**src/rtl/trace_pkg.sv**
```systemverilog
// trace_pkg: shared constants, FSM encoding and the packet-count helper for the
// trace read-back path (trace_reader and its read FIFO).
package trace_pkg;

   localparam int SAMPLE_PACKET_WIDTH = 32;
   localparam int ADDR_WIDTH          = 16;
   localparam int MEM_LATENCY         = 2;
   localparam int BYTES_PER_PACKET    = SAMPLE_PACKET_WIDTH / 8;

   typedef enum logic [1:0] {
      IDLE  = 2'd0,
      FETCH = 2'd1,
      DRAIN = 2'd2,
      DONE  = 2'd3
   } traceState_t;

   // Inclusive packet count; an inverted range means nothing to read.
   function automatic logic [31:0] packetCount(input logic [31:0] firstNum,
                                               input logic [31:0] lastNum);
      logic [31:0] n;
      if (lastNum < firstNum) begin
         n = 32'd0;
      end else begin
         n = lastNum - firstNum + 32'd1;
      end
      return n;
   endfunction

endpackage

```
**src/rtl/trace_rd_fifo.sv**
```systemverilog
// trace_rd_fifo: small synchronous FIFO holding packets returned by the trace RAM
// until the serializer takes them.
// Ports: clk/reset (async active-low), flush (drop contents), push/pushData,
//        pop/popData (head word, valid while count != 0), count (occupancy).
module trace_rd_fifo
   import trace_pkg::*;
#(
   parameter  int WIDTH = 32,
   parameter  int DEPTH = 3,
   localparam int PTR_W = (DEPTH > 1) ? $clog2(DEPTH) : 1,
   localparam int CNT_W = $clog2(DEPTH + 1)
) (
   input  logic             clk,
   input  logic             reset,
   input  logic             flush,
   input  logic             push,
   input  logic [WIDTH-1:0] pushData,
   input  logic             pop,
   output logic [WIDTH-1:0] popData,
   output logic [CNT_W-1:0] count
);

   logic [WIDTH-1:0] mem_r [DEPTH];
   logic [PTR_W-1:0] wrPtr_r;
   logic [PTR_W-1:0] rdPtr_r;
   logic [CNT_W-1:0] count_r;
   logic             wrEn_s;
   logic             rdEn_s;

   // Depth need not be a power of two, so pointers wrap explicitly.
   function automatic logic [PTR_W-1:0] nextPtr(input logic [PTR_W-1:0] p);
      logic [PTR_W-1:0] n;
      if (p == PTR_W'(DEPTH - 1)) begin
         n = '0;
      end else begin
         n = p + PTR_W'(1);
      end
      return n;
   endfunction

   // Qualify push/pop against occupancy; a push into a full FIFO is accepted only alongside a pop.
   always_comb begin
      rdEn_s = pop && (count_r != CNT_W'(0));
      wrEn_s = push && ((count_r != CNT_W'(DEPTH)) || rdEn_s);
   end

   // Storage, pointers and occupancy.
   always_ff @(posedge clk or negedge reset) begin
      if (!reset) begin
         for (int i = 0; i < DEPTH; i++) begin
            mem_r[i] <= '0;
         end
         wrPtr_r <= '0;
         rdPtr_r <= '0;
         count_r <= '0;
      end else if (flush) begin
         wrPtr_r <= '0;
         rdPtr_r <= '0;
         count_r <= '0;
      end else begin
         if (wrEn_s) begin
            mem_r[wrPtr_r] <= pushData;
            wrPtr_r        <= nextPtr(wrPtr_r);
         end
         if (rdEn_s) begin
            rdPtr_r <= nextPtr(rdPtr_r);
         end
         case ({wrEn_s, rdEn_s})
            2'b10:   count_r <= count_r + CNT_W'(1);
            2'b01:   count_r <= count_r - CNT_W'(1);
            default: count_r <= count_r;
         endcase
      end
   end

   assign popData = mem_r[rdPtr_r];
   assign count   = count_r;

endmodule

```
**src/rtl/trace_reader.sv**
```systemverilog
// trace_reader: walks packet numbers Begin..End, reads each packet from the trace
// RAM and streams it out LSB byte first on a valid/ready byte interface.
// Ports: clk/reset (async active-low); start/abort control; sampleNumber_Begin/End
//        range (latched on start); mem_rd_en/addr/data RAM read port (fixed
//        MEM_LATENCY); byte_data/valid/ready output stream; busy, done, bytes_sent status.
module trace_reader
   import trace_pkg::*;
#(
   parameter int SAMPLE_PACKET_WIDTH = trace_pkg::SAMPLE_PACKET_WIDTH,
   parameter int ADDR_WIDTH          = trace_pkg::ADDR_WIDTH,
   parameter int MEM_LATENCY         = trace_pkg::MEM_LATENCY
) (
   input  logic                           clk,
   input  logic                           reset,
   input  logic                           start,
   input  logic                           abort,
   input  logic [31:0]                    sampleNumber_Begin,
   input  logic [31:0]                    sampleNumber_End,
   output logic                           mem_rd_en,
   output logic [ADDR_WIDTH-1:0]          mem_rd_addr,
   input  logic [SAMPLE_PACKET_WIDTH-1:0] mem_rd_data,
   output logic [7:0]                     byte_data,
   output logic                           byte_valid,
   input  logic                           byte_ready,
   output logic                           busy,
   output logic                           done,
   output logic [31:0]                    bytes_sent
);

   localparam int PKT_BYTES = SAMPLE_PACKET_WIDTH / 8;
   localparam int DEPTH     = MEM_LATENCY + 1;
   localparam int CNT_W     = $clog2(DEPTH + 1);
   localparam int IDX_W     = (PKT_BYTES > 1) ? $clog2(PKT_BYTES) : 1;
   localparam int OUT_W     = $clog2(DEPTH + MEM_LATENCY + 2) + 1;

   traceState_t                    state_r;
   traceState_t                    nextState_s;
   logic                           rdEn_r;
   logic [ADDR_WIDTH-1:0]          addr_r;
   logic [31:0]                    readsLeft_r;   // reads not yet scheduled
   logic [31:0]                    pktLeft_r;     // packets not yet fully accepted
   logic [MEM_LATENCY-1:0]         dly_r;         // rd_en delayed to data-return time
   logic [SAMPLE_PACKET_WIDTH-1:0] shReg_r;
   logic [IDX_W-1:0]               byteIdx_r;
   logic                           byteValid_r;
   logic                           busy_r;
   logic                           done_r;
   logic [31:0]                    bytesSent_r;

   logic [SAMPLE_PACKET_WIDTH-1:0] fifoData_s;
   logic [SAMPLE_PACKET_WIDTH-1:0] loadData_s;
   logic [CNT_W-1:0]               fifoCount_s;
   logic [31:0]                    reqCount_s;
   logic [OUT_W-1:0]               outstanding_s;
   logic accept_s, lastByte_s, pktDone_s, pushValid_s, fifoEmpty_s;
   logic doLoad_s, fifoPush_s, fifoPop_s, lastRead_s, issueNext_s, startAcc_s;

   // Handshake, serializer load and read-credit decisions for this cycle.
   always_comb begin
      reqCount_s  = packetCount(sampleNumber_Begin, sampleNumber_End);
      startAcc_s  = (state_r == IDLE) && start && !abort;
      accept_s    = byteValid_r && byte_ready;
      lastByte_s  = (byteIdx_r == IDX_W'(PKT_BYTES - 1));
      pktDone_s   = accept_s && lastByte_s;
      pushValid_s = dly_r[MEM_LATENCY-1];
      fifoEmpty_s = (fifoCount_s == CNT_W'(0));
      // Returning data bypasses an empty FIFO so the first byte is not delayed a cycle.
      doLoad_s    = (!byteValid_r || pktDone_s) && (!fifoEmpty_s || pushValid_s) && !abort;
      fifoPush_s  = pushValid_s && !(doLoad_s && fifoEmpty_s);
      fifoPop_s   = doLoad_s && !fifoEmpty_s;
      loadData_s  = fifoEmpty_s ? mem_rd_data : fifoData_s;
      lastRead_s  = rdEn_r && (readsLeft_r == 32'd0);
      // Conservative credit: everything queued or in flight, counted before this cycle's pops.
      outstanding_s = OUT_W'(fifoCount_s) + OUT_W'(rdEn_r);
      for (int i = 0; i < MEM_LATENCY; i++) begin
         outstanding_s = outstanding_s + OUT_W'(dly_r[i]);
      end
   end

   // Next-state selection; abort overrides every other event.
   always_comb begin
      nextState_s = state_r;
      case (state_r)
         IDLE: begin
            if (start) begin
               nextState_s = (reqCount_s != 32'd0) ? FETCH : DONE;
            end else begin
               nextState_s = IDLE;
            end
         end
         FETCH:   nextState_s = lastRead_s ? DRAIN : FETCH;
         DRAIN:   nextState_s = (pktDone_s && (pktLeft_r == 32'd1)) ? DONE : DRAIN;
         DONE:    nextState_s = IDLE;
         default: nextState_s = IDLE;
      endcase
      if (abort) begin
         nextState_s = IDLE;
      end else begin
         nextState_s = nextState_s;
      end
      issueNext_s = (nextState_s == FETCH) && (readsLeft_r != 32'd0) &&
                    (outstanding_s < OUT_W'(DEPTH));
   end

   // FSM, read issue, latency delay line, serializer and status registers.
   always_ff @(posedge clk or negedge reset) begin
      if (!reset) begin
         state_r     <= IDLE;
         rdEn_r      <= 1'b0;
         addr_r      <= '0;
         readsLeft_r <= 32'd0;
         pktLeft_r   <= 32'd0;
         dly_r       <= '0;
         shReg_r     <= '0;
         byteIdx_r   <= '0;
         byteValid_r <= 1'b0;
         busy_r      <= 1'b0;
         done_r      <= 1'b0;
         bytesSent_r <= 32'd0;
      end else if (abort) begin
         state_r     <= IDLE;
         rdEn_r      <= 1'b0;
         dly_r       <= '0;
         byteValid_r <= 1'b0;
         busy_r      <= 1'b0;
         done_r      <= 1'b0;
      end else begin
         state_r <= nextState_s;
         busy_r  <= (nextState_s == FETCH) || (nextState_s == DRAIN);
         done_r  <= (state_r == DONE);
         dly_r   <= (dly_r << 1) | MEM_LATENCY'(rdEn_r);

         if (startAcc_s) begin
            addr_r      <= sampleNumber_Begin[ADDR_WIDTH-1:0];
            rdEn_r      <= (reqCount_s != 32'd0);
            readsLeft_r <= (reqCount_s != 32'd0) ? (reqCount_s - 32'd1) : 32'd0;
            pktLeft_r   <= reqCount_s;
            bytesSent_r <= 32'd0;
         end else begin
            rdEn_r <= issueNext_s;
            if (issueNext_s) begin
               readsLeft_r <= readsLeft_r - 32'd1;
            end
            if (rdEn_r) begin
               addr_r <= addr_r + ADDR_WIDTH'(1);
            end
            if (accept_s) begin
               bytesSent_r <= bytesSent_r + 32'd1;
            end
            if (pktDone_s) begin
               pktLeft_r <= pktLeft_r - 32'd1;
            end
         end

         if (doLoad_s) begin
            shReg_r     <= loadData_s;
            byteIdx_r   <= '0;
            byteValid_r <= 1'b1;
         end else if (accept_s) begin
            if (lastByte_s) begin
               byteValid_r <= 1'b0;
            end else begin
               shReg_r   <= shReg_r >> 8;
               byteIdx_r <= byteIdx_r + IDX_W'(1);
            end
         end
      end
   end

   trace_rd_fifo #(
      .WIDTH (SAMPLE_PACKET_WIDTH),
      .DEPTH (DEPTH)
   ) u_fifo (
      .clk      (clk),
      .reset    (reset),
      .flush    (abort),
      .push     (fifoPush_s),
      .pushData (mem_rd_data),
      .pop      (fifoPop_s),
      .popData  (fifoData_s),
      .count    (fifoCount_s)
   );

   assign mem_rd_en   = rdEn_r;
   assign mem_rd_addr = addr_r;
   assign byte_data   = shReg_r[7:0];
   assign byte_valid  = byteValid_r;
   assign busy        = busy_r;
   assign done        = done_r;
   assign bytes_sent  = bytesSent_r;

endmodule
```
**config.mk**
```make
export PLATFORM = sky130hd
export DESIGN_NAME = trace_reader
export DESIGN_NICKNAME = d
export VERILOG_FILES = /design/src/rtl/trace_pkg.sv /design/src/rtl/trace_rd_fifo.sv /design/src/rtl/trace_reader.sv
export SDC_FILE = /design/constraint.sdc
export NUM_CORES = 1
export LEC_CHECK = 0
export CORE_MARGIN = 8
export CORE_UTILIZATION = 35
export DETAILED_ROUTE_END_ITERATION = 6
export PLACE_DENSITY = 0.55
export SETUP_SLACK_MARGIN = 0.3
export SLEW_MARGIN = 20
export SYNTH_ARGS = -nofsm -noshare
export SYNTH_HDL_FRONTEND = slang
export SYNTH_SLANG_ARGS = --single-unit
```
**constraint.sdc**
```tcl
create_clock -name clk -period 13 [get_ports clk]
set_input_delay 1.3 -clock clk [delete_from_list [all_inputs] [get_ports clk]]
set_output_delay 1.3 -clock clk [all_outputs]
set_load 0.03 [all_outputs]
```
---- Word level (Yosys, flattened, before mapping) ----
Cells that the tools add are included.
operators by class
  add/subtract/negate cells ............... 15
  multiply operators ...................... 0
  div/mod/pow operators ................... 0
  $lt $le $gt $ge ......................... 5
  eq/ne operators ......................... 13
  shifts and indexed selects .............. 0
  muxes and demuxes ....................... 47
  bitwise logic cells ..................... 4
  reduce and logical (&&, ||, !) cells .... 47
operators by type and width
  kind                                                       number
  two-way mux 32 bit                                         15
  bitwise mux 96 bit                                         1
  subtractor 32 x 1 -> 32 bit (second input constant)        3
  adder 32 x 1 -> 32 bit (second input constant)             2
  binary-select mux 32 bit (select 2 bit)                    1
  demux 32 bit (select 2 bit)                                1
  nonzero test 32 bit                                        2
  == test 32 x 1 -> 1 bit (second input constant)            1
  zero test 32 bit                                           1
  < comparator 32 bit                                        1
  two-way mux 16 bit                                         2
  two-way mux 2 bit                                          16
  subtractor 32 bit                                          1
  adder 16 x 1 -> 16 bit (second input constant)             1
  logical AND 1 bit                                          16
  nonzero test 2 bit                                         8
  == test 2 bit (second input constant)                      7
  AND reduction 2 bit                                        6
  two-way mux 1 bit                                          9
  nonzero test 3 bit                                         3
  adder 2 x 1 -> 2 bit (second input constant)               4
  case mux 2 bit (4 select lines)                            1
  == test 2 x 1 -> 1 bit (second input constant)             3
  greater-or-equal comparator 3 bit (second input constant)  2
  other kinds (16)                                           24
storage, ports and cells
  register bits ........................... 256
  bits in latches ......................... 0
  bits in writable memories ............... 0
  bits in read-only memories .............. 0
  input bits .............................. 101
  output and inout bits ................... 60
  word-level logic and storage cells ...... 149
  memories kept ........................... 0

---- Logic depth before layout (Yosys ltp) ----
Gate-level depths: netlist of run 1.
  depth in word-level cells ............... 13
  gate-level depth with buffers ........... 30
  mapped depth without buffers ............ 27

---- Cells and area by module ----
From an unflattened synthesis of run 1, not the netlist that was laid out.
second synthesis, totals
  cell total of the unflattened synthesis .. 1757
  area total of the unflattened synthesis .. 16722.3 um^2
by module, submodules not included
  module         times used  cells each  area an instance (um^2)  seq. area each (um^2)
  trace_reader   1           1413        11942.7                  3853.7
  trace_rd_fifo  1           344         4779.6                   2552.4

---- Worst setup path after synthesis of run 1 ----
Ideal clock, no wire load.
  path type ............................... input-to-reg
  start ................................... in sampleNumber_Begin[2]
  end ..................................... reg readsLeft_r[27]
  setup time .............................. 0.135 ns
  data arrival time ....................... 6.322 ns
  required time ........................... 12.865 ns
  path slack .............................. 6.543 ns
  stages .................................. 28
  path buffers ............................ 3
  cells stage by stage .................... inv_1 ha_1 inv_1 fa_1 a2111o_1 a311oi_1 or2_2 buf_2 clkbuf_1 clkbuf_1 nand2_1 ha_1 inv_1 a211oi_1 and4_4 nand2_1 a221o_1 ha_1 nand2_1 nor3_1 nand2_1 or3_1 or4_1 inv_1 nand3_1 nor4_1 xnor2_1 o22ai_1
between the ends
  longest elaborated chain between the ends .. 13
  elaborated cells between the ends (all ways) .. 17
  classes of those cells .................. add/sub: 3; order compare: 1; eq/ne: 1; mux: 7; reduce/logical: 5
ends and longest elaborated chain
  item                                  line                                     RTL
  start, declared                       trace_reader.sv:17                       input logic [31:0] sampleNumber_Begin,
  subtractor 32 bit                     trace_pkg.sv:24                          n = lastNum - firstNum + 32'd1;
  adder 32 x 1 -> 32 bit                trace_pkg.sv:24
  two-way mux 32 bit *                  trace_pkg.sv:21                          if (lastNum < firstNum) begin
  nonzero test 32 bit                   trace_reader.sv:86, trace_reader.sv:136
  two-way mux 2 bit                     trace_reader.sv:86                       nextState_s = (reqCount_s != 32'd0) ? FETCH : DONE;
  two-way mux 2 bit                     trace_reader.sv:85                       if (start) begin
  case mux 2 bit (4 select lines)       trace_reader.sv:83                       case (state_r)
  two-way mux 2 bit                     trace_reader.sv:96                       if (abort) begin
  == test 2 x 1 -> 1 bit                trace_reader.sv:101                      issueNext_s = (nextState_s == FETCH) && (readsLeft_r != 32'd0) &&
  logical AND 1 bit (2 in series)       trace_reader.sv:101
  nonzero test 2 bit (no source line)   -
  AND reduction 2 bit (no source line)  -
  end signal, assigned                  trace_reader.sv:136                      readsLeft_r <= (reqCount_s != 32'd0) ? (reqCount_s - 32'd1) : 32'd0;
  end signal, assigned                  trace_reader.sv:142                      readsLeft_r <= readsLeft_r - 32'd1;
  end, declared                         trace_reader.sv:40                       logic [31:0] readsLeft_r;
Mark *: on every way between the ends. The rest lies on a longest branch, timed or not.
A chain may end at the register's enable or synchronous reset.

---- Worst setup path after layout of run 1 ----
  start ................................... in sampleNumber_Begin[1]
  end ..................................... reg readsLeft_r[27]
Same word-level chain as after synthesis.

==> metrics, run 1 <==
Resize count post-CTS=0; Setup Fix Bufs, Post-CTS=0; Mapped Cells=between 1500 and 2000; sequential area share after synthesis=37.7%; Max Cap Viol=0; async set-reset flop share out of synthesis=100%; Clock Pin Slew Worst Setup and Hold Paths=approximately 0.060 ns; Layout area overhead=19.3%; largest net degree at the start of global routing=82; Slew HR=32.9%; Detail Route Antenna Nets=0; leakage power=roughly 8.5 nW; Worst IR Drop VDD=0.120 mV; Mapped Nets=a little over 2000; CP Capture Type=flip-flop; IO Pins=161; Tmin final=7.34 ns; GR Util All Layers=between 10% and 20%; skew final=between 0.02 and 0.025 ns; core area=47800 um2; Synth Register Bits=256; slack of the critical path=5.66 ns; Clock Latency Late Sink=~0.58 ns; Top FF cell, synth=dfrtp_1; initial antenna violation count=2; Post-Place Cell Area=19100 um2; share of the synthesized area in the top cell type=a little under two fifths; CTS Sinks=256; GRT overflow=0; Final #Nets=2139; PwrDens=138 nW/um2; critical path arrival=7.75 ns; dpl ws=5.19 ns; period utilization=56.5%; Hold WC Path Type=flip-flop to flip-flop; Cell variety after synth=100; Crit Path Max Fanout=13; DRT Pass-1 Iters=5; share of cells above drive strength 1=11.8%; Avg WL per Cell=about 19 um; row count=80; Starting Density=35.6%; Yosys warning count=0; cts bufs inserted=31; setup repair after global routing missed its margin=false; CTS Hold Bufs=0; CTS max path bufs=3; Iteration-0 DRC Markers=1145; port bufs=160; Die ar.=55900 um2; Synth area leader=dfrtp_1; Final Slew Violations=0; CP required=13.41 ns; fin area=approximately 20000 um2; DRT Wirelength=about 50 mm; Post-Synthesis Cell Area=17000 um2; die width=236 um; # H-tree levels=1; DP Wirelength=between 30 and 40 mm; Via Count=14300; EDFF count, synth=0; first-pass GRT wire length=81.1 mm; Root Buffer=clkbuf_16; placer's final routability congestion estimate=roughly 0.85; die extent in y=236 um; via/cell ratio=around 5.5; Hold Fails Final Rpt=0; max frequency=0.136 GHz; DR DRC count=0; slowest stage delay, CP=0.53 ns; syn_area_per_cell=9.28 um2; CP max-delay cell=a311oi_1; Setup Viol. Count Final=0; slew at the pin closest to its max-slew limit=1.00 ns; number of global-route vias before repair=14700; status=finished, final reports clean; final setup TNS=0 ns; crit path kind=input pin to flip-flop; Synth area leaders=dfrtp_1 38%, mux2_2 6.4%, ha_1 5.4%, o21ai_0 3.8%, nand2_1 3.6%; Setup crit start kind=input pin; CTS tree=built
## through the flow
| stage | cells | total power (W) | hold WS, ns | util [%] |
|---|---|---|---|---|
| after floorplan | 1834 | 0.00158 | 0.453 | - |
| after global placement | 2528 | 0.00183 | 0.484 | 40.0 |
| after detailed placement | 2528 | 0.00184 | 0.490 | 40.0 |
| after CTS | 2586 | 0.00282 | 0.504 | 42.4 |
| after global routing | 2588 | 0.00296 | 0.513 | 42.4 |
| final | 2588 | 0.00280 | 0.502 | 42.4 |
## cell usage after synthesis (12+ instances only)
cell type and number:
dfrtp_1 256, nand2_1 165, nor2_1 136, o21ai_0 129, mux2_2 97, a21oi_1 87
inv_1 79, ha_1 74, clkbuf_1 64, nor3_1 60, o211ai_1 57, mux2i_1 56
nand3_1 55, xnor2_1 44, xor2_1 44, o22ai_1 23, nor4_1 21, buf_1 19
fa_1 18, nand4_1 18, nor2b_1 18, or3_1 17, a22oi_1 15, and3_1 15
o21a_1 15, or4_1 15, and2_1 12
## cell families (layout without fill, tap and decap cells)
family	after synthesis	in the layout	synth area share [%]
buffers and inverters	180	317	4.31
adder cells (fa/ha/maj)	92	92	7.56
flip-flops	256	256	37.7
XOR/XNOR	89	89	4.63
AO/OA/AOI/OAI	466	466	18.4
AND/OR/NAND/NOR	597	597	17.6
multiplexers	154	154	9.80
other	0	2	0
## final timing paths
check | end | slack (ns) | from | cells past startpoint
max in group asynchronous | mem_rd_addr[9]$_DFFE_PN0P_ | 10.55 | reset | 3
setup / recovery | readsLeft_r[27]$_DFFE_PN0P_ | 5.66 | sampleNumber_Begin[1] | 27
hold reg to reg | u_fifo.mem_r[71]$_DFFE_PN0P_ | 0.50 | u_fifo.mem_r[71]$_DFFE_PN0P_ | 1
min in group asynchronous | pktLeft_r[25]$_DFFE_PN0P_ | 0.66 | reset | 1
hold / removal | u_fifo.mem_r[71]$_DFFE_PN0P_ | 0.50 | u_fifo.mem_r[71]$_DFFE_PN0P_ | 1
setup reg to reg | readsLeft_r[27]$_DFFE_PN0P_ | 7.81 | pktLeft_r[8]$_DFFE_PN0P_ | 18
## state kept, by name, summed over array words and instances, names as in the netlist, 2 cells and up
register and flops:
u_fifo.count 2, u_fifo.rdPtr_r 2, byteIdx_r 2, readsLeft_r 32, shReg_r 32, dly_r 2
u_fifo.mem_r 96, pktLeft_r 32, u_fifo.wrPtr_r 2, mem_rd_addr 16, state_r 2, bytes_sent 32
## cell usage in the layout, fill, tap and decap left out, types with 17 or more instances in the layout
cell type	n
nand2_1	164
nor2b_1	17
fa_1	18
nor2_1	135
dfrtp_1	255
nand3_1	55
o21ai_0	129
a21oi_1	87
xnor2_1	44
clkbuf_16	31
buf_4	19
or3_1	17
xor2_1	44
nor3_1	60
o211ai_1	57
mux2i_1	56
mux2_2	97
inv_1	79
o22ai_1	23
nand4_1	18
ha_1	74
nor4_1	21
clkdlybuf4s50_1	158
## metal layers
layer | routed length [um] | GRT usage (%) | vias up
met5 | 0 | 0 | -
met4 | 1020 | 4.44 | 0
met3 | 2630 | 2.96 | 53
met2 | 22800 | 28.1 | 379
met1 | 23600 | 24.1 | 6948
li1 | - | - | 6894
## critical path: cells and delay by family
family                   cells  cell delay (ns)
XOR/XNOR                     1             0.17
AND/OR/NAND/NOR             11             2.79
AO/OA/AOI/OAI                7             1.69
adder cells (fa/ha/maj)      4             1.04
buffers and inverters        4             0.74
## final cells by class
cell class	count	area, um2
diodes	2	5.00
fillers	4722	27600
multi-input cells	1398	9900
inverters	79	297
flip-flops and latches	256	6410
well taps	615	769
repair buffers	180	1760
clock inverters	14	223
clock buffers	44	935
## where the power goes
group	internal (W)	switching, W	total [W]
registers	0.000939	0.000121	0.00106
logic	0.000330	0.000444	0.000774
clock network	0.000601	0.000364	0.000964
(Power assumes the default switching activity.)
==> run 2: changes to the inputs <==
==> constraint.sdc (replaced) <==
create_clock -name clk -period 7.04 [get_ports clk]
set_input_delay 0.704 -clock clk [delete_from_list [all_inputs] [get_ports clk]]
set_output_delay 0.704 -clock clk [all_outputs]
set_load 0.03 [all_outputs]
==> run 2 against run 1 <==
Utilization hardly changed. Combinational power increased by 85%. Design area about the same. Non-clock buffer count up 7. Die area unchanged. Worst setup slack worse by 4.9 ns. Clock skew is 0.0031 ns lower. Global-route usage down 0.31 points. Critical endpoint unchanged.
==> metrics, run 2 (synthesis gave the netlist of run 1 again) <==
status=finished, final reports clean; antenna cells=0 (-2); period utilization=89.5%; Final #Nets=2146 (+0.33%); commonest non-fill, non-tap cells in the layout=255 x dfrtp_1, 164 x nand2_1, 158 x clkdlybuf4s50_1; largest net degree at the start of global routing=118 (+44%); DP Wirelength=36.3 mm (about the same); Largest Register=u_fifo.mem_r; CP Capture Type=flip-flop; Iteration-0 DRC Markers=1136 (-0.79%); cts bufs inserted=31 (unchanged); CP max-delay cell=clkdlybuf4s50_1; worst reg2reg startpoint=pktLeft_r[8]$_DFFE_PN0P_; most common cell after layout, fill and taps aside=dfrtp_1; via/cell ratio=5.55 (+0.68%); CTS Sinks=256 (unchanged); Final Slew Violations=0 (unchanged); IO Pins=161 (unchanged); Tmin final=6.30 ns; max reg flops=96 (unchanged); Setup crit start kind=input pin; slew at the pin closest to its max-slew limit=1.09 ns (+0.0909 ns); Detail Route Antenna Nets=0 (unchanged); row count=80 (unchanged); # H-tree levels=1 (unchanged); fin util=42.4% (about the same); Slew HR=26.8% (-6.1 points); leakage power=8.53 nW (about the same); CP required=7.48 ns (-5.93 ns); port bufs=160 (unchanged); Setup Viol. Count Final=0 (unchanged); max frequency=0.159 GHz; DRT Wirelength=49.6 mm (-1.0%); slowest stage delay, CP=0.52 ns (about the same); Setup Fix Bufs, Post-CTS=0 (unchanged); Worst IR Drop VDD=0.181 mV (+51%); Layout area overhead=19.2% (about the same); DRT Pass-1 Iters=5 (unchanged); Clock Latency Late Sink=0.58 ns (about the same); Hold WC Path Type=input pin to async pin; Critical Path Source=sampleNumber_Begin[1]; die width=236 um (unchanged); Die ar.=55900 um2 (unchanged); GRT overflow=0 (unchanged); core area=47800 um2 (unchanged); placer's final routability congestion estimate=0.834 (-1.8%); Starting Density=35.6% (unchanged); Root Buffer=clkbuf_16; PwrDens=251 nW/um2 (+82%); critical path arrival=6.74 ns (-1.01 ns); Via Count=14400 (+0.80%); Max Cap Viol=0 (unchanged); share of cells above drive strength 1=11.9% (+0.071 points); Clock Pin Slew Worst Setup and Hold Paths=0.06 ns (about the same); final setup TNS=0 ns (unchanged); GR Util All Layers=17.1% (-0.31 points); number of global-route vias before repair=14500 (-0.87%); CTS tree=built; Hold Fails Final Rpt=0 (unchanged); setup repair after global routing missed its margin=false; Avg WL per Cell=19.1 um (-1.1%); crit path kind=input pin to flip-flop; die extent in y=236 um (unchanged); Crit Path Max Fanout=7 (-6); DR DRC count=0 (unchanged); first-pass GRT wire length=79.9 mm (-1.5%); CTS Hold Bufs=0 (unchanged); initial antenna violation count=0 (-2); CTS max path bufs=3 (unchanged); skew final=0.0185 ns (-0.00306 ns)
[run 2: cell count changes in the layout (fill, tap and decap cells not counted)]
cell	previous run	this run
clkbuf_8	11	10
clkinv_2	4	3
nor4_2	1	2
inv_6	2	0
buf_6	1	0
bufinv_16	5	4
clkinvlp_4	2	1
clkbuf_1	2	6
nor4_1	21	20
buf_4	19	27
diode_2	2	0
[run 2: metal layers]
metal / wire (um) / global-route usage [%]
met3: 2430 / 2.47
met5: 0 / 0
met2: 22700 / 28.1
met1: 23500 / 23.6
met4: 974 / 4.06
[run 2: critical path: cells and delay by family]
family	cells	cell delay, ns
adder cells (fa/ha/maj)	4	1.04
AO/OA/AOI/OAI	6	1.07
AND/OR/NAND/NOR	13	3.06
XOR/XNOR	1	0.17
buffers and inverters	4	0.73
[run 2: layout make-up]
class | count | area [um2]
Fill cell | 4684 | 27600
Multi-Input combinational cell | 1398 | 9900
Sequential cell | 256 | 6410
Timing Repair Buffer | 187 | 1800
Clock buffer | 47 | 936
Tap cell | 615 | 769
Inverter | 79 | 297
Clock inverter | 9 | 163
[run 2: through the flow]
step / total power [W] / setup slack [ns] / hold slack, ns / cell area, um2 / instances
3_3_place_gp: 0.00338 / 0.375 / 0.485 / 19200 / 2535
3_5_place_dp: 0.00340 / 0.181 / 0.491 / 19200 / 2535
4_1_cts: 0.00513 / 0.777 / 0.253 / 20300 / 2591
6_report: 0.00509 / 0.736 / 0.179 / 20300 / 2591
2_1_floorplan: 0.00291 / 1.18 / 0.408 / 17000 / 1834
5_1_grt: 0.00538 / 0.360 / 0.274 / 20300 / 2591
[run 2: report_power, final]
part	total, W	switching (W)	internal, W	leakage, nW
combinational	0.00143	0.000817	0.000613	4.62
clock	0.00170	0.000646	0.00106	0.539
sequential	0.00196	0.000222	0.00173	3.37
[run 2: timing repair]
| action | 4_1_cts | 5_1_grt |
|---|---|---|
| endpoints found under the setup margin | 0 | 1 |
| hold endpoints to repair | 0 | 0 |
| gates resized for setup | 0 | 1 |
[run 2: worst paths after layout]
path	end	slack, ns	cells after the start
max	readsLeft_r[27]$_DFFE_PN0P_	0.74	28
min	pktLeft_r[25]$_DFFE_PN0P_	0.18	1
max reg2reg	readsLeft_r[27]$_DFFE_PN0P_	1.92	18
min reg2reg	shReg_r[25]$_DFFE_PN0P_	0.50	2
max in group asynchronous	pktLeft_r[9]$_DFFE_PN0P_	5.28	2
min in group clk	shReg_r[25]$_DFFE_PN0P_	0.50	2
==> run 3: changes to the inputs <==
--- a/config.mk
+++ b/config.mk
@@ -6,9 +6,9 @@
 export NUM_CORES = 1
 export LEC_CHECK = 0
 export CORE_MARGIN = 8
-export CORE_UTILIZATION = 35
+export CORE_UTILIZATION = 50
 export DETAILED_ROUTE_END_ITERATION = 6
-export PLACE_DENSITY = 0.55
+export PLACE_DENSITY = 0.73
 export SETUP_SLACK_MARGIN = 0.3
 export SLEW_MARGIN = 20
 export SYNTH_ARGS = -nofsm -noshare
==> run 3 against run 2 <==
Total power down 2.9%. Clock-buffer cell count down 3. Final cell count down 6.7%. Clock power down 8%. Via count up 2.3%. Utilization up 17 points. Sequential power about the same. Maximum frequency up 0.23%. First-iteration DRC count down 13%. Die area down 28%. Critical path type unchanged.
==> metrics, run 3 (synthesis gave the netlist of run 1 again) <==
DR DRC count=0 (unchanged); placer's final routability congestion estimate=0.910 (+9.1%); Hold WC Path Type=input pin to async pin; Logic pwr share=28.7% (+0.6 points); Setup Viol. Count Final=0 (unchanged); Hold Fails Final Rpt=0 (unchanged); antenna cells=0 (unchanged); CP Capture Type=flip-flop; first-pass GRT wire length=76.2 mm (-4.6%); register share of total power=39.7% (+1.3 points); slew at the pin closest to its max-slew limit=1.12 ns (+0.0236 ns); via/cell ratio=6.09 (+9.7%); die width=200 um (-15%); max frequency=0.159 GHz (+0.23%); CTS max path bufs=3 (unchanged); port bufs=160 (unchanged); initial antenna violation count=1 (+1); Resize count post-CTS=0 (unchanged); critical path arrival=6.71 ns (-0.03 ns); GRT overflow=0 (unchanged); fin area=20000 um2 (-1.6%); Setup crit start kind=input pin; Psw=0.00165 W (-1.9%); row count=67 (-16%); Min Hold Slack=0.147 ns (-0.0319 ns); Slew HR=25.2% (-1.6 points); leakage power=8.48 nW (-0.60%); Iteration-0 DRC Markers=983 (-13%); largest net degree at the start of global routing=159 (+35%); Root Buffer=clkbuf_16; Tmin final=6.29 ns (-0.0145 ns); # H-tree levels=1 (unchanged); CTS Sinks=256 (unchanged); final setup TNS=0 ns (unchanged); cts bufs inserted=29 (-6.5%); share of cells above drive strength 1=11.7% (-0.21 points); core area=33500 um2 (-30%); Placed Cells=2364 (-6.7%); die extent in y=200 um (-15%); max reg flops=96 (unchanged); Reg2Reg Depth=18 (unchanged); period utilization=89.3% (-0.21 points); DRT Pass-1 Iters=6 (+1); Max Cap Viol=0 (unchanged); commonest non-fill, non-tap cells in the layout=255 x dfrtp_1, 165 x nand2_1, 158 x clkdlybuf4s50_1; Setup Fix Bufs, Post-CTS=0 (unchanged); non-filler instance count after layout=2417 (-6.7%); Layout area overhead=17.3%; worst reg2reg startpoint=pktLeft_r[8]$_DFFE_PN0P_; number of global-route vias before repair=14800 (+1.6%); crit path kind=input pin to flip-flop; Sw Share=33.4% (+0.33 points); Clock Latency Late Sink=0.56 ns (-0.02 ns); Starting Density=50.7% (+15 points); Worst IR Drop VDD=0.165 mV (-9.1%); Die ar.=40200 um2 (-28%); Clock Pin Slew Worst Setup and Hold Paths=0.06 ns (about the same); Detail Route Antenna Nets=0 (unchanged); fin util=59.5% (+17 points); R2R Setup Slk=2.30 ns (+0.38 ns); skew final=0.00973 ns (-0.00872 ns); clock group share of total power=31.6% (-1.9 points); DP Wirelength=33.4 mm (-8.1%); Largest Register=u_fifo.mem_r; DRT Wirelength=46.2 mm (-6.8%); reg2reg end=readsLeft_r[27]$_DFFE_PN0P_; Crit Path Max Fanout=7 (unchanged); Avg WL per Cell=19.1 um (-0.10%); IO Pins=161 (unchanged); Final #Nets=2140 (-0.28%); status=finished, final reports clean; PwrDens=248 nW/um2 (-1.3%); setup repair after global routing missed its margin=false; most common cell after layout, fill and taps aside=dfrtp_1; CTS Hold Bufs=0 (unchanged); CP required=7.46 ns (-0.02 ns); Int Pwr=0.00329 W (-3.4%); Via Count=14700 (+2.3%); Post-Place Cell Area=18900 um2 (-1.2%); Final Slew Violations=0 (unchanged); CTS tree=built; GR Util All Layers=22.2% (+5.1 points)
==> run 3: worst max-delay path by stage <==
| stage | slack [ns] | cells after the start | endpoint | startpoint |
|---|---|---|---|---|
| after global placement | 0.40 | 28 | readsLeft_r[27]$_DFFE_PN0P_ | sampleNumber_Begin[1] |
| final | 0.75 | 28 | readsLeft_r[27]$_DFFE_PN0P_ | sampleNumber_Begin[1] |
| after CTS | 0.74 | 28 | readsLeft_r[27]$_DFFE_PN0P_ | sampleNumber_Begin[1] |
| after floorplan | 1.18 | 28 | readsLeft_r[27]$_DFFE_PN0P_ | sampleNumber_Begin[2] |
| after global routing | 0.32 | 28 | readsLeft_r[27]$_DFFE_PN0P_ | sampleNumber_Begin[1] |
| after detailed placement | 0.21 | 28 | readsLeft_r[27]$_DFFE_PN0P_ | sampleNumber_Begin[1] |
==> run 3: critical path: stages <==
cell             delay [ns]
clkdlybuf4s50_1        0.51
inv_1                  0.06
ha_1                   0.30
inv_1                  0.05
ha_1                   0.20
fa_1                   0.41
nor2b_1                0.18
o211ai_2               0.31
a31o_2                 0.31
a21boi_1               0.13
or4b_1                 0.49
nand3_1                0.18
or3_4                  0.18
o21ai_4                0.06
and4_4                 0.18
nand2_1                0.08
a221o_1                0.14
ha_1                   0.13
nand2_1                0.06
nor3_2                 0.13
nand2_1                0.10
or3_1                  0.42
or4_1                  0.52
inv_1                  0.12
nand3_1                0.17
nor4_2                 0.32
xnor2_1                0.16
o22ai_1                0.09
==> run 3: layer usage <==
layer | share of wire [%] | global-route usage, %
met1 | 45 | 30.4
met2 | 47 | 36.3
met3 | 5.9 | 3.45
met4 | 2.4 | 5.83
met5 | 0.028 | 0
==> run 3: power groups by stage <==
stage | Combinational (W) | Sequential [W] | Clock [W]
2_1_floorplan | 0.000959 | 0.00195 | 0
3_3_place_gp | 0.00136 | 0.00197 | 0
3_5_place_dp | 0.00140 | 0.00198 | 0
4_1_cts | 0.00141 | 0.00196 | 0.00158
5_1_grt | 0.00156 | 0.00199 | 0.00164
6_report | 0.00142 | 0.00197 | 0.00156
==> run 3: area by class of cell <==
type | instances | area, um2
clock buffer | 44 | 892
clock inverter | 9 | 114
fill | 2867 | 13600
inverter | 79 | 297
multi-input combinational | 1398 | 9900
sequential | 256 | 6410
tap | 448 | 561
timing repair buffer | 183 | 1790
==> run 3: metrics by stage <==
step / total power, W / worst slack (ns)
2_1_floorplan: 0.00291 / 1.18
3_3_place_gp: 0.00333 / 0.398
3_5_place_dp: 0.00338 / 0.212
4_1_cts: 0.00495 / 0.738
5_1_grt: 0.00519 / 0.319
6_report: 0.00494 / 0.751
